<file path="src/rtl/rpn_uart_pkg.sv">
// Shared constants, RX state encoding and ASCII-hex decode for the RPN UART front end.
// Latency: none (types, constants and a combinational helper only).
// Backpressure: none.
package rpn_uart_pkg;

    localparam logic [7:0] ASCII_CR    = 8'h0D;
    localparam logic [7:0] ASCII_LF    = 8'h0A;
    localparam logic [7:0] ASCII_BS    = 8'h08;
    localparam logic [7:0] ASCII_ESC   = 8'h1B;
    localparam logic [7:0] ASCII_EQ    = 8'h3D;
    localparam logic [7:0] ASCII_LOW_U = 8'h75;
    localparam logic [7:0] ASCII_UP_U  = 8'h55;

    typedef enum logic [1:0] {IDLE, START, DATA, STOP} rx_state_t;

    typedef struct packed {
        logic       vld;
        logic [3:0] val;
    } nibble_t;

    // '0'-'9', 'a'-'f', 'A'-'F' map to 0..15; anything else comes back with vld=0.
    function automatic nibble_t ascii_to_nibble(input logic [7:0] c);
        nibble_t n;
        n.vld = 1'b1;
        n.val = 4'h0;
        if (c >= 8'h30 && c <= 8'h39) begin
            n.val = c[3:0];
        end else if ((c >= 8'h61 && c <= 8'h66) || (c >= 8'h41 && c <= 8'h46)) begin
            n.val = c[3:0] + 4'd9;
        end else begin
            n.vld = 1'b0;
        end
        return n;
    endfunction

endpackage

</file>
<file path="src/rtl/rpn_uart_cmd_rx_if.sv">
// Line-side and calculator-side signals of the serial command front end.
// Latency: none (wiring only).
// Backpressure: none; all outputs are pulses or levels, the receiver never stalls.
interface rpn_uart_cmd_rx_if;
    logic        rx;
    logic [15:0] DataOut;
    logic        EnterPulse;
    logic        UndoPulse;
    logic [15:0] Pending;
    logic        ErrPulse;
    logic        tx;

    // Environment side: drives the serial line, observes the command outputs.
    modport master (output rx, input DataOut, EnterPulse, UndoPulse, Pending, ErrPulse, tx);
    // Front-end side.
    modport slave  (input rx, output DataOut, EnterPulse, UndoPulse, Pending, ErrPulse, tx);
endinterface

</file>
<file path="src/rtl/uart_rx_8n1.sv">
// 8N1 UART receiver: 2-flop synchronizer, start-glitch rejection, mid-bit sampling.
// Latency: byte_valid/frame_err pulse at mid-stop-bit, ~9.5 bit times + 3 cycles after the start edge.
// Backpressure: none; each result is a single-cycle pulse and must be taken when offered.
module uart_rx_8n1
    import rpn_uart_pkg::*;
#(
    parameter int CLKS_PER_BIT = 868
) (
    input  logic       clk,
    input  logic       reset,
    input  logic       rx,
    output logic       byte_valid,
    output logic [7:0] byte_data,
    output logic       frame_err
);
    localparam int CW = $clog2(CLKS_PER_BIT);
    localparam logic [CW-1:0] HALF_M1 = CW'(CLKS_PER_BIT / 2 - 1);
    localparam logic [CW-1:0] FULL_M1 = CW'(CLKS_PER_BIT - 1);

    logic          meta_q, sync_q, prev_q, armed_q;
    rx_state_t     state_q;
    logic [CW-1:0] cnt_q;
    logic [2:0]    bit_q;
    logic [7:0]    shreg_q;
    logic          vld_q, ferr_q;
    logic          start_edge;

    // armed_q blocks a start until the line has been seen high, so a line held low through reset is ignored.
    assign start_edge = armed_q && prev_q && !sync_q;

    // Synchronize rx and keep the previous sample for falling-edge detection.
    always_ff @(posedge clk) begin
        if (reset) begin
            meta_q  <= 1'b0;
            sync_q  <= 1'b0;
            prev_q  <= 1'b1;
            armed_q <= 1'b0;
        end else begin
            meta_q <= rx;
            sync_q <= meta_q;
            prev_q <= sync_q;
            if (sync_q) armed_q <= 1'b1;
        end
    end

    // Frame FSM: half-bit start check, 8 data samples LSB first, stop-bit check; counter clears on every transition.
    always_ff @(posedge clk) begin
        if (reset) begin
            state_q <= IDLE;
            cnt_q   <= '0;
            bit_q   <= '0;
            shreg_q <= '0;
            vld_q   <= 1'b0;
            ferr_q  <= 1'b0;
        end else begin
            vld_q  <= 1'b0;
            ferr_q <= 1'b0;
            case (state_q)
                IDLE: begin
                    cnt_q <= '0;
                    bit_q <= '0;
                    if (start_edge) state_q <= START;
                end
                START: begin
                    if (cnt_q == HALF_M1) begin
                        cnt_q   <= '0;
                        state_q <= sync_q ? IDLE : DATA;
                    end else begin
                        cnt_q <= cnt_q + 1'b1;
                    end
                end
                DATA: begin
                    if (cnt_q == FULL_M1) begin
                        cnt_q   <= '0;
                        shreg_q <= {sync_q, shreg_q[7:1]};
                        bit_q   <= bit_q + 1'b1;
                        if (bit_q == 3'd7) state_q <= STOP;
                    end else begin
                        cnt_q <= cnt_q + 1'b1;
                    end
                end
                STOP: begin
                    if (cnt_q == FULL_M1) begin
                        cnt_q   <= '0;
                        state_q <= IDLE;
                        if (sync_q) vld_q  <= 1'b1;
                        else        ferr_q <= 1'b1;
                    end else begin
                        cnt_q <= cnt_q + 1'b1;
                    end
                end
                default: state_q <= IDLE;
            endcase
        end
    end

    assign byte_valid = vld_q;
    assign byte_data  = shreg_q;
    assign frame_err  = ferr_q;
endmodule

</file>
<file path="src/rtl/rpn_uart_cmd_rx.sv">
// Serial command front end: hex digits accumulate into Pending; CR/'=' enter, 'u'/'U' undo; optional echo (RPN_UART_ECHO_EN).
// Latency: command pulses and DataOut register 1 cycle after the received byte is validated.
// Backpressure: none; echoes that find the shifter and holding register both full are dropped.
module rpn_uart_cmd_rx
    import rpn_uart_pkg::*;
#(
    parameter int CLK_FREQ = 100_000_000,
    parameter int BAUD     = 115200
) (
    input  logic               clk,
    input  logic               reset,
    rpn_uart_cmd_rx_if.slave   bus
);
    localparam int CLKS_PER_BIT = CLK_FREQ / BAUD;

    logic        rx_vld, rx_ferr;
    logic [7:0]  rx_byte;
    nibble_t     nib;
    logic [15:0] pending_q, dout_q;
    logic        enter_q, undo_q, err_q;

    uart_rx_8n1 #(.CLKS_PER_BIT(CLKS_PER_BIT)) u_rx (
        .clk        (clk),
        .reset      (reset),
        .rx         (bus.rx),
        .byte_valid (rx_vld),
        .byte_data  (rx_byte),
        .frame_err  (rx_ferr)
    );

    assign nib = ascii_to_nibble(rx_byte);

    // Command parser; rx_vld and rx_ferr never coincide, so at most one pulse fires per cycle.
    always_ff @(posedge clk) begin
        if (reset) begin
            pending_q <= '0;
            dout_q    <= '0;
            enter_q   <= 1'b0;
            undo_q    <= 1'b0;
            err_q     <= 1'b0;
        end else begin
            enter_q <= 1'b0;
            undo_q  <= 1'b0;
            err_q   <= rx_ferr;
            if (rx_vld) begin
                if (nib.vld) begin
                    pending_q <= {pending_q[11:0], nib.val};
                end else begin
                    case (rx_byte)
                        ASCII_CR, ASCII_EQ: begin
                            dout_q    <= pending_q;
                            pending_q <= '0;
                            enter_q   <= 1'b1;
                        end
                        ASCII_LOW_U, ASCII_UP_U: undo_q <= 1'b1;
                        ASCII_BS:  pending_q <= {4'h0, pending_q[15:4]};
                        ASCII_ESC: pending_q <= '0;
                        ASCII_LF:  begin end
                        default:   err_q <= 1'b1;
                    endcase
                end
            end
        end
    end

    assign bus.DataOut    = dout_q;
    assign bus.Pending    = pending_q;
    assign bus.EnterPulse = enter_q;
    assign bus.UndoPulse  = undo_q;
    assign bus.ErrPulse   = err_q;

`ifdef RPN_UART_ECHO_EN
    localparam int TCW = $clog2(CLKS_PER_BIT);

    logic           hold_vld_q, tx_busy_q, tx_q, tx_load;
    logic [7:0]     hold_q;
    logic [9:0]     txsh_q;
    logic [3:0]     tx_idx_q;
    logic [TCW-1:0] tx_cnt_q;

    assign tx_load = hold_vld_q && !tx_busy_q;

    // One-entry holding register; it also accepts in the cycle it drains into the shifter.
    always_ff @(posedge clk) begin
        if (reset) begin
            hold_vld_q <= 1'b0;
            hold_q     <= '0;
        end else if (rx_vld && (!hold_vld_q || tx_load)) begin
            hold_vld_q <= 1'b1;
            hold_q     <= rx_byte;
        end else if (tx_load) begin
            hold_vld_q <= 1'b0;
        end
    end

    // 8N1 shifter: start, 8 data LSB first, stop; tx is registered so the line never glitches.
    always_ff @(posedge clk) begin
        if (reset) begin
            tx_busy_q <= 1'b0;
            txsh_q    <= '1;
            tx_idx_q  <= '0;
            tx_cnt_q  <= '0;
            tx_q      <= 1'b1;
        end else begin
            tx_q <= tx_busy_q ? txsh_q[0] : 1'b1;
            if (tx_load) begin
                txsh_q    <= {1'b1, hold_q, 1'b0};
                tx_busy_q <= 1'b1;
                tx_idx_q  <= '0;
                tx_cnt_q  <= '0;
            end else if (tx_busy_q) begin
                if (tx_cnt_q == TCW'(CLKS_PER_BIT - 1)) begin
                    tx_cnt_q <= '0;
                    if (tx_idx_q == 4'd9) begin
                        tx_busy_q <= 1'b0;
                    end else begin
                        tx_idx_q <= tx_idx_q + 1'b1;
                        txsh_q   <= {1'b1, txsh_q[9:1]};
                    end
                end else begin
                    tx_cnt_q <= tx_cnt_q + 1'b1;
                end
            end
        end
    end

    assign bus.tx = tx_q;
`else
    assign bus.tx = 1'b1;
`endif
endmodule

</file>
<file path="src/flat_wrapper.sv">
// flat-port wrapper written by rule: the top's interface ports become plain ports
module rpn_uart_cmd_rx_flat import rpn_uart_pkg::*;
#(
    parameter int CLK_FREQ = 100_000_000,
    parameter int BAUD     = 115200
)
  (clk, reset, bus_rx, bus_DataOut, bus_EnterPulse, bus_UndoPulse, bus_Pending, bus_ErrPulse, bus_tx);
  rpn_uart_cmd_rx_if bus_i ();
  input  logic clk;
  input  logic reset;
  input wire logic [$bits(bus_i.rx)-1:0] bus_rx;
  output wire logic [$bits(bus_i.DataOut)-1:0] bus_DataOut;
  output wire logic [$bits(bus_i.EnterPulse)-1:0] bus_EnterPulse;
  output wire logic [$bits(bus_i.UndoPulse)-1:0] bus_UndoPulse;
  output wire logic [$bits(bus_i.Pending)-1:0] bus_Pending;
  output wire logic [$bits(bus_i.ErrPulse)-1:0] bus_ErrPulse;
  output wire logic [$bits(bus_i.tx)-1:0] bus_tx;
  assign bus_i.rx = bus_rx;
  assign bus_DataOut = bus_i.DataOut;
  assign bus_EnterPulse = bus_i.EnterPulse;
  assign bus_UndoPulse = bus_i.UndoPulse;
  assign bus_Pending = bus_i.Pending;
  assign bus_ErrPulse = bus_i.ErrPulse;
  assign bus_tx = bus_i.tx;
  rpn_uart_cmd_rx #(.CLK_FREQ(CLK_FREQ), .BAUD(BAUD)) u_core (.clk(clk), .reset(reset), .bus(bus_i));
endmodule
</file>
<file path="config.mk">
export PLATFORM = sky130hd
export DESIGN_NAME = rpn_uart_cmd_rx_flat
export DESIGN_NICKNAME = d
export VERILOG_FILES = /design/src/rtl/rpn_uart_pkg.sv /design/src/rtl/rpn_uart_cmd_rx_if.sv /design/src/rtl/uart_rx_8n1.sv /design/src/rtl/rpn_uart_cmd_rx.sv /design/src/flat_wrapper.sv
export SDC_FILE = /design/constraint.sdc
export NUM_CORES = 1
export LEC_CHECK = 0
export ABC_CLOCK_PERIOD_IN_PS = 3300
export BUFFER_PORTS_ARGS = -buffer_cell sky130_fd_sc_hd__buf_4
export CAP_MARGIN = 20
export CORE_UTILIZATION = 48
export CTS_CLUSTER_SIZE = 8
export DETAILED_ROUTE_END_ITERATION = 10
export PLACE_DENSITY = 0.72
export SYNTH_ARGS = -nofsm -noshare
export SYNTH_HDL_FRONTEND = slang
export SYNTH_SLANG_ARGS = --single-unit
</file>
<file path="constraint.sdc">
create_clock -name clk -period 3.3 [get_ports clk]
set_clock_uncertainty 0.1 [all_clocks]
set_input_delay 0 -clock clk [delete_from_list [all_inputs] [get_ports clk]]
set_output_delay 0 -clock clk [all_outputs]
set_load 0.01 [all_outputs]
</file>
---- Word-level counts from Yosys, hierarchy flattened ----
Cells that the tools add are included.
operators by class
  add/sub/neg operators ................... 3
  order comparisons ....................... 6
  eq/ne operators ......................... 18
  mux-type cells .......................... 25
  bitwise logic cells ..................... 4
  reductions and logical operators ........ 22
operators by type and width
  cell                                                                               count
  16-bit case mux with 2 select lines                                                1
  10-bit case mux with 3 select lines                                                1
  8-bit by 4-bit == test with 1-bit output (second input constant)                   3
  10-bit two-way mux                                                                 2
  8-bit by 7-bit == test with 1-bit output (second input constant)                   2
  8-bit by 7-bit >= comparator with 1-bit output (second input constant)             2
  8-bit by 7-bit less-or-equal comparator with 1-bit output (second input constant)  2
  16-bit two-way mux                                                                 1
  2-bit two-way mux                                                                  6
  10-bit by 1-bit adder with 10-bit output (second input constant)                   1
  10-bit == test (second input constant)                                             1
  10-bit by 9-bit == test with 1-bit output (second input constant)                  1
  2-bit != test (second input constant)                                              5
  1-bit two-way mux                                                                  9
  3-bit OR reduction                                                                 3
  8-bit by 5-bit == test with 1-bit output (second input constant)                   1
  8-bit by 6-bit == test with 1-bit output (second input constant)                   1
  8-bit by 6-bit >= comparator with 1-bit output (second input constant)             1
  8-bit by 6-bit less-or-equal comparator with 1-bit output (second input constant)  1
  4-bit two-way mux                                                                  2
  2-bit case mux with 4 select lines                                                 1
  7-bit OR reduction                                                                 1
  3-bit case mux with 2 select lines                                                 1
  2-bit AND reduction                                                                3
  16 further kinds                                                                   26
word-level totals
  flip-flop bits (word level) ............. 64
  input bits .............................. 3
  output and inout bits ................... 36
  word-level logic and storage cells ...... 93

---- Logic depth before layout (Yosys ltp) ----
  word-level depth ........................ 7
  depth in mapped cells ................... 9
  mapped depth without buffers ............ 7

---- By module ----
From an unflattened synthesis, not the netlist that was laid out.
second synthesis, totals
  cells, all modules ...................... 318
  area, all modules ....................... 2,914.0 sq um
modules (own cells, without submodules)
  module           times used  cells each  area an instance (sq um)  seq. area each (sq um)
  rpn_uart_cmd_rx  1           187         1,685.4                   700.7
  uart_rx_8n1      1           131         1,228.7                   580.6

---- Least setup slack after synthesis ----
OpenSTA, ideal clock, no wires.
  path kind ............................... register to register
  start ................................... reg u_core.u_rx.shreg_q[1], in the netlist u_core.u_rx.byte_data[1]
  end ..................................... reg u_core.dout_q[0], in the netlist u_core.bus.DataOut[0]
  library setup time ...................... 0.128 ns
  arrival ................................. 2.066 ns
  data required time ...................... 3.072 ns
  path slack .............................. 1.006 ns
  stages on the path, launching flop included .. 10
  buffers on the path ..................... 2
  period minus slack after synthesis ...... 2.294 ns
  path through ............................ dfxtp_1 -> inv_1 -> ha_1 -> nor3b_1 -> nor4b_4 -> or4b_1 -> buf_6 -> buf_12 -> mux2i_1 -> nor2_1
on the way
  cells in the longest elaborated chain, start to end .. 7
  elaborated cells between the ends (all ways) .. 17
  those cells by class .................... order compare (6); eq/ne (2); mux (2); bitwise (1); reduce/logical (6)
RTL lines
  what                                                                                                                                RTL line               source
  start: declaration                                                                                                                  uart_rx_8n1.sv:24      logic [7:0] shreg_q;
  start signal: assignment                                                                                                            uart_rx_8n1.sv:75      shreg_q <= {sync_q, shreg_q[7:1]};
  8-bit by 7-bit >= comparator with 1-bit output / 8-bit by 7-bit less-or-equal comparator with 1-bit output (equally long branches)  rpn_uart_pkg.sv:28     end else if ((c >= 8'h61 && c <= 8'h66) || (c >= 8'h41 && c <= 8'h46)) begin
  1-bit logical AND                                                                                                                   rpn_uart_pkg.sv:28
  1-bit logical OR                                                                                                                    rpn_uart_pkg.sv:28
  1-bit two-way mux                                                                                                                   rpn_uart_pkg.sv:28
  1-bit two-way mux                                                                                                                   rpn_uart_pkg.sv:26     if (c >= 8'h30 && c <= 8'h39) begin
  1-bit NOT (no line)                                                                                                                 -
  3-bit AND reduction (no line) *                                                                                                     -
  end signal: assignment                                                                                                              rpn_uart_cmd_rx.sv:51  dout_q <= pending_q;
  end: declaration                                                                                                                    rpn_uart_cmd_rx.sv:19  logic [15:0] pending_q, dout_q;
Every way passes the cells marked *; elsewhere a longest branch is shown, timed or not.
A chain may end at the register's enable or synchronous reset.

---- Worst setup path in the final report ----
  start ................................... reg u_core.u_rx.shreg_q[0], in the netlist u_core.u_rx.byte_data[0]
  end ..................................... reg u_core.dout_q[0], in the netlist u_core.bus.DataOut[0]
Same word-level chain as after synthesis.

==> impl_results.md <==
* Status: completed
* Flop and latch count out of synthesis at 64
* Post-DRT Antenna Nets at 0
* DR iter-0 viols at 102
* Vias in the first global route at 2094
* Clock slew seen by the registers of the worst setup and hold paths at 0.07 ns
* Total core area at 5680 um2
* CTS Buf Count at 9
* Top cells by area, synth: dfxtp_1 (44%), mux2i_1 (5.9%), a21oi_1 (5.2%)
* Setup repair bufs after CTS at 0
* Area grow syn2layout at 15.5%
* Critical Path Max Stage Delay at 0.98 ns
* Cells after synthesis at 319
* Worst Hold Depth at 2
* Minimum clock period after layout at 2.80 ns
* Setup CP Type: reg -> reg
* Residual DRC at 0
* Final setup fails at 0
* Post-place setup slack at 0.518 ns
* Die Area at 6350 um2
* Max VDD drop at 0.313 mV
* Grt total ovfl at 0
* Worst R2R Setup Slack at 0.50 ns
* DIE HEIGHT at 79.7 um
* Post-DP HPWL at 3920 um
* GR Layer Usage met2 at 0.319
* Worst Min Path Start: reset
* First drt pass iteration count at 4
* Unique cell type count in the Yosys netlist at 56
* Worst skew pair latency at 0.33 ns
* Maxcap violations at 0
* Cell Pwr Density at 421 nW/um2
* Area leader, netlist: dfxtp_1
* CTS Buffer Depth at 2
* Syn Nets at 330
* Post-synth ARST share at 0
* Hold EP: u_core.bus.DataOut[14]$_SDFFE_PP0P_
* Area share of the largest cell type after synthesis at 0.442
* Vias per inst at 5.57
* Fmax at 357 MHz
* First-pass GRT wire length at 9740 um
* Hold slack at 0.0270 ns
* Clock root cell: clkbuf_8
* Reg2reg start: u_core.u_rx.byte_data[0]$_SDFFE_PP0P_
* # IOs at 39
* Port bufs at 37
* Antenna violations before repair at 0
* Starting Density at 0.511
* WP data arrival at 2.90 ns
* Worst-path cell chain: inv_1 -> ha_1 -> o21bai_1 -> a21oi_1 -> or4b_1 -> mux2i_1 -> nor2_1
* Critical path peak fanout at 17
* WL/cell at 13.8 um
* Post-synthesis sequential area ratio at 0.442
* Leakage at 1.36 nW
* Sum Neg Setup Slack at 0 ns
* Die width at 79.7 um
* Final worst-path cycle share at 0.848
* Nets at 359
* TritonCTS clock tree: yes
* Worst slew margin at 0.388
* R2R Path End: u_core.bus.DataOut[0]$_SDFFE_PP0P_
* GRT busiest layer: met2
* Total Power at 1.41 mW
* Rows at 27
* Synth Warn # at 0
* Total Wirelength at 5870 um
* Final WS setup at 0.501 ns
* Antenna cells at 0
* Mapped Area at 2900 um2
* Final Wtd Congestion at 0.822
* Post-synth top flop: dfxtp_1
* Worst reg-to-reg path cell count at 7
* Worst Hold Class: in -> reg
* Slew @ Worst Pin at 0.918 ns
* Worst setup SP type: register
* Htree depth at 3
* Gr usage total at 0.199
* Fin. Hold Viols at 0
* Post-Syn Area per Cell at 9.08 um2
* Clk sinks at 64
* Crit-path slowest cell: or4b_1
* Most frequent cell after synthesis: dfxtp_1
* Unrepaired setup endpoints after global routing: false
* Largest net degree at the start of global routing at 55
* Max-slew violation count at 0
* WP data required at 3.40 ns
* Layout cells sized above 1 at 0.178
* Post-synth top cells: dfxtp_1 (64), nor2_1 (37), a21oi_1 (30)
* Element type at the critical path end: register
* GR met1 Demand/Resource at 0.251
* Vias at 2367
* Number of flops mapped to enable cells by yosys at 0
* PostCTS Resize Cnt at 0
* Grt met3 use at 0.0480
worst max-delay path: cells and delay by family (launching register included):
family | cells | cell delay, ns
AND/OR/NAND/NOR | 2 | 1.04
flip-flops | 1 | 0.45
AO/OA/AOI/OAI | 2 | 0.42
multiplexers | 1 | 0.31
adder cells (fa/ha/maj) | 1 | 0.25
buffers and inverters | 1 | 0.10
layout by cell type, fill, tap and decap left out, types with 3 or more instances in the layout:
cell      Yosys  layout
and3b_1       3       3
nor2_1       37      37
a21oi_1      30      30
clkbuf_8      0      11
a211oi_1     12      12
nor2b_1       8       8
inv_1         5       5
buf_4         3      41
nand2_1      26      26
clkinv_2      0       3
a22oi_1       8       8
xor2_1        7       7
ha_1          8       8
nor3b_1       4       4
dfxtp_1      64      64
mux2i_1      17      17
o21ai_0      12      12
nand3_1      10      10
metal layers:
layer / routed length (um) / up-vias
met5: 0 / -
met4: 108 / 0
met3: 295 / 10
met1: 2680 / 1104
li1: - / 1187
met2: 2780 / 66
report_power, final:
group	internal (mW)	switching [mW]	leakage, nW
logic	0.00795	0.0159	0.744
clock network	0.310	0.292	0.0951
registers	0.777	0.00572	0.516
worst max path at each step:
| stage | start | to | cells after the start |
|---|---|---|---|
| after floorplan | u_core.u_rx.byte_data[1]$_SDFFE_PP0P_ | u_core.bus.DataOut[0]$_SDFFE_PP0P_ | 9 |
| after global placement | u_core.u_rx.byte_data[1]$_SDFFE_PP0P_ | u_core.bus.DataOut[12]$_SDFFE_PP0P_ | 7 |
| after detailed placement | u_core.u_rx.byte_data[0]$_SDFFE_PP0P_ | u_core.bus.DataOut[15]$_SDFFE_PP0P_ | 7 |
| after CTS | u_core.u_rx.byte_data[1]$_SDFFE_PP0P_ | u_core.bus.DataOut[0]$_SDFFE_PP0P_ | 7 |
| after global routing | u_core.u_rx.byte_data[1]$_SDFFE_PP0P_ | u_core.bus.DataOut[0]$_SDFFE_PP0P_ | 7 |
| final | u_core.u_rx.byte_data[0]$_SDFFE_PP0P_ | u_core.bus.DataOut[0]$_SDFFE_PP0P_ | 7 |
state kept, by name (all words and copies together) (netlist names), named ones only:
name / cells
u_core.bus.DataOut: 16
u_core.bus.Pending: 16
u_core.u_rx.cnt_q: 10
u_core.u_rx.byte_data: 8
u_core.u_rx.bit_q: 3
u_core.bus.EnterPulse: 1
u_core.bus.ErrPulse: 1
u_core.bus.UndoPulse: 1
u_core.u_rx.armed_q: 1
u_core.u_rx.byte_valid: 1
u_core.u_rx.frame_err: 1
u_core.u_rx.meta_q: 1
u_core.u_rx.prev_q: 1
u_core.u_rx.state_q: 1
u_core.u_rx.sync_q: 1
area by class of cell:
| class | instances | area (um2) |
|---|---|---|
| Fill cell | 512 | 2330 |
| Tap cell | 72 | 90.1 |
| Clock inverter | 5 | 31.3 |
| Timing Repair Buffer | 42 | 318 |
| Clock buffer | 11 | 151 |
| Sequential cell | 64 | 1280 |
| Multi-Input combinational cell | 226 | 1460 |
| Inverter | 5 | 18.8 |
cell families after synthesis:
group	share of synthesized area
XOR/XNOR	0.0272
adder cells (fa/ha/maj)	0.0345
buffers and inverters	0.0548
other	0.00129
flip-flops	0.442
AO/OA/AOI/OAI	0.170
multiplexers	0.0587
AND/OR/NAND/NOR	0.212
repair_timing:
| item | in CTS | in global routing |
|---|---|---|
| hold buffers | 1 | 0 |
| endpoints found under the setup margin | 0 | 0 |
| hold endpoints to repair | 1 | 0 |
stage by stage:
stage | utilization | cell area, um2 | instances
3_3_place_gp | 0.556 | 3160 | 408
4_1_cts | 0.590 | 3350 | 425
3_5_place_dp | 0.556 | 3160 | 408
6_report | 0.590 | 3350 | 425
2_1_floorplan | - | 2900 | 319
5_1_grt | 0.590 | 3350 | 425
No activity file was read; power rests on OpenSTA's default activity.
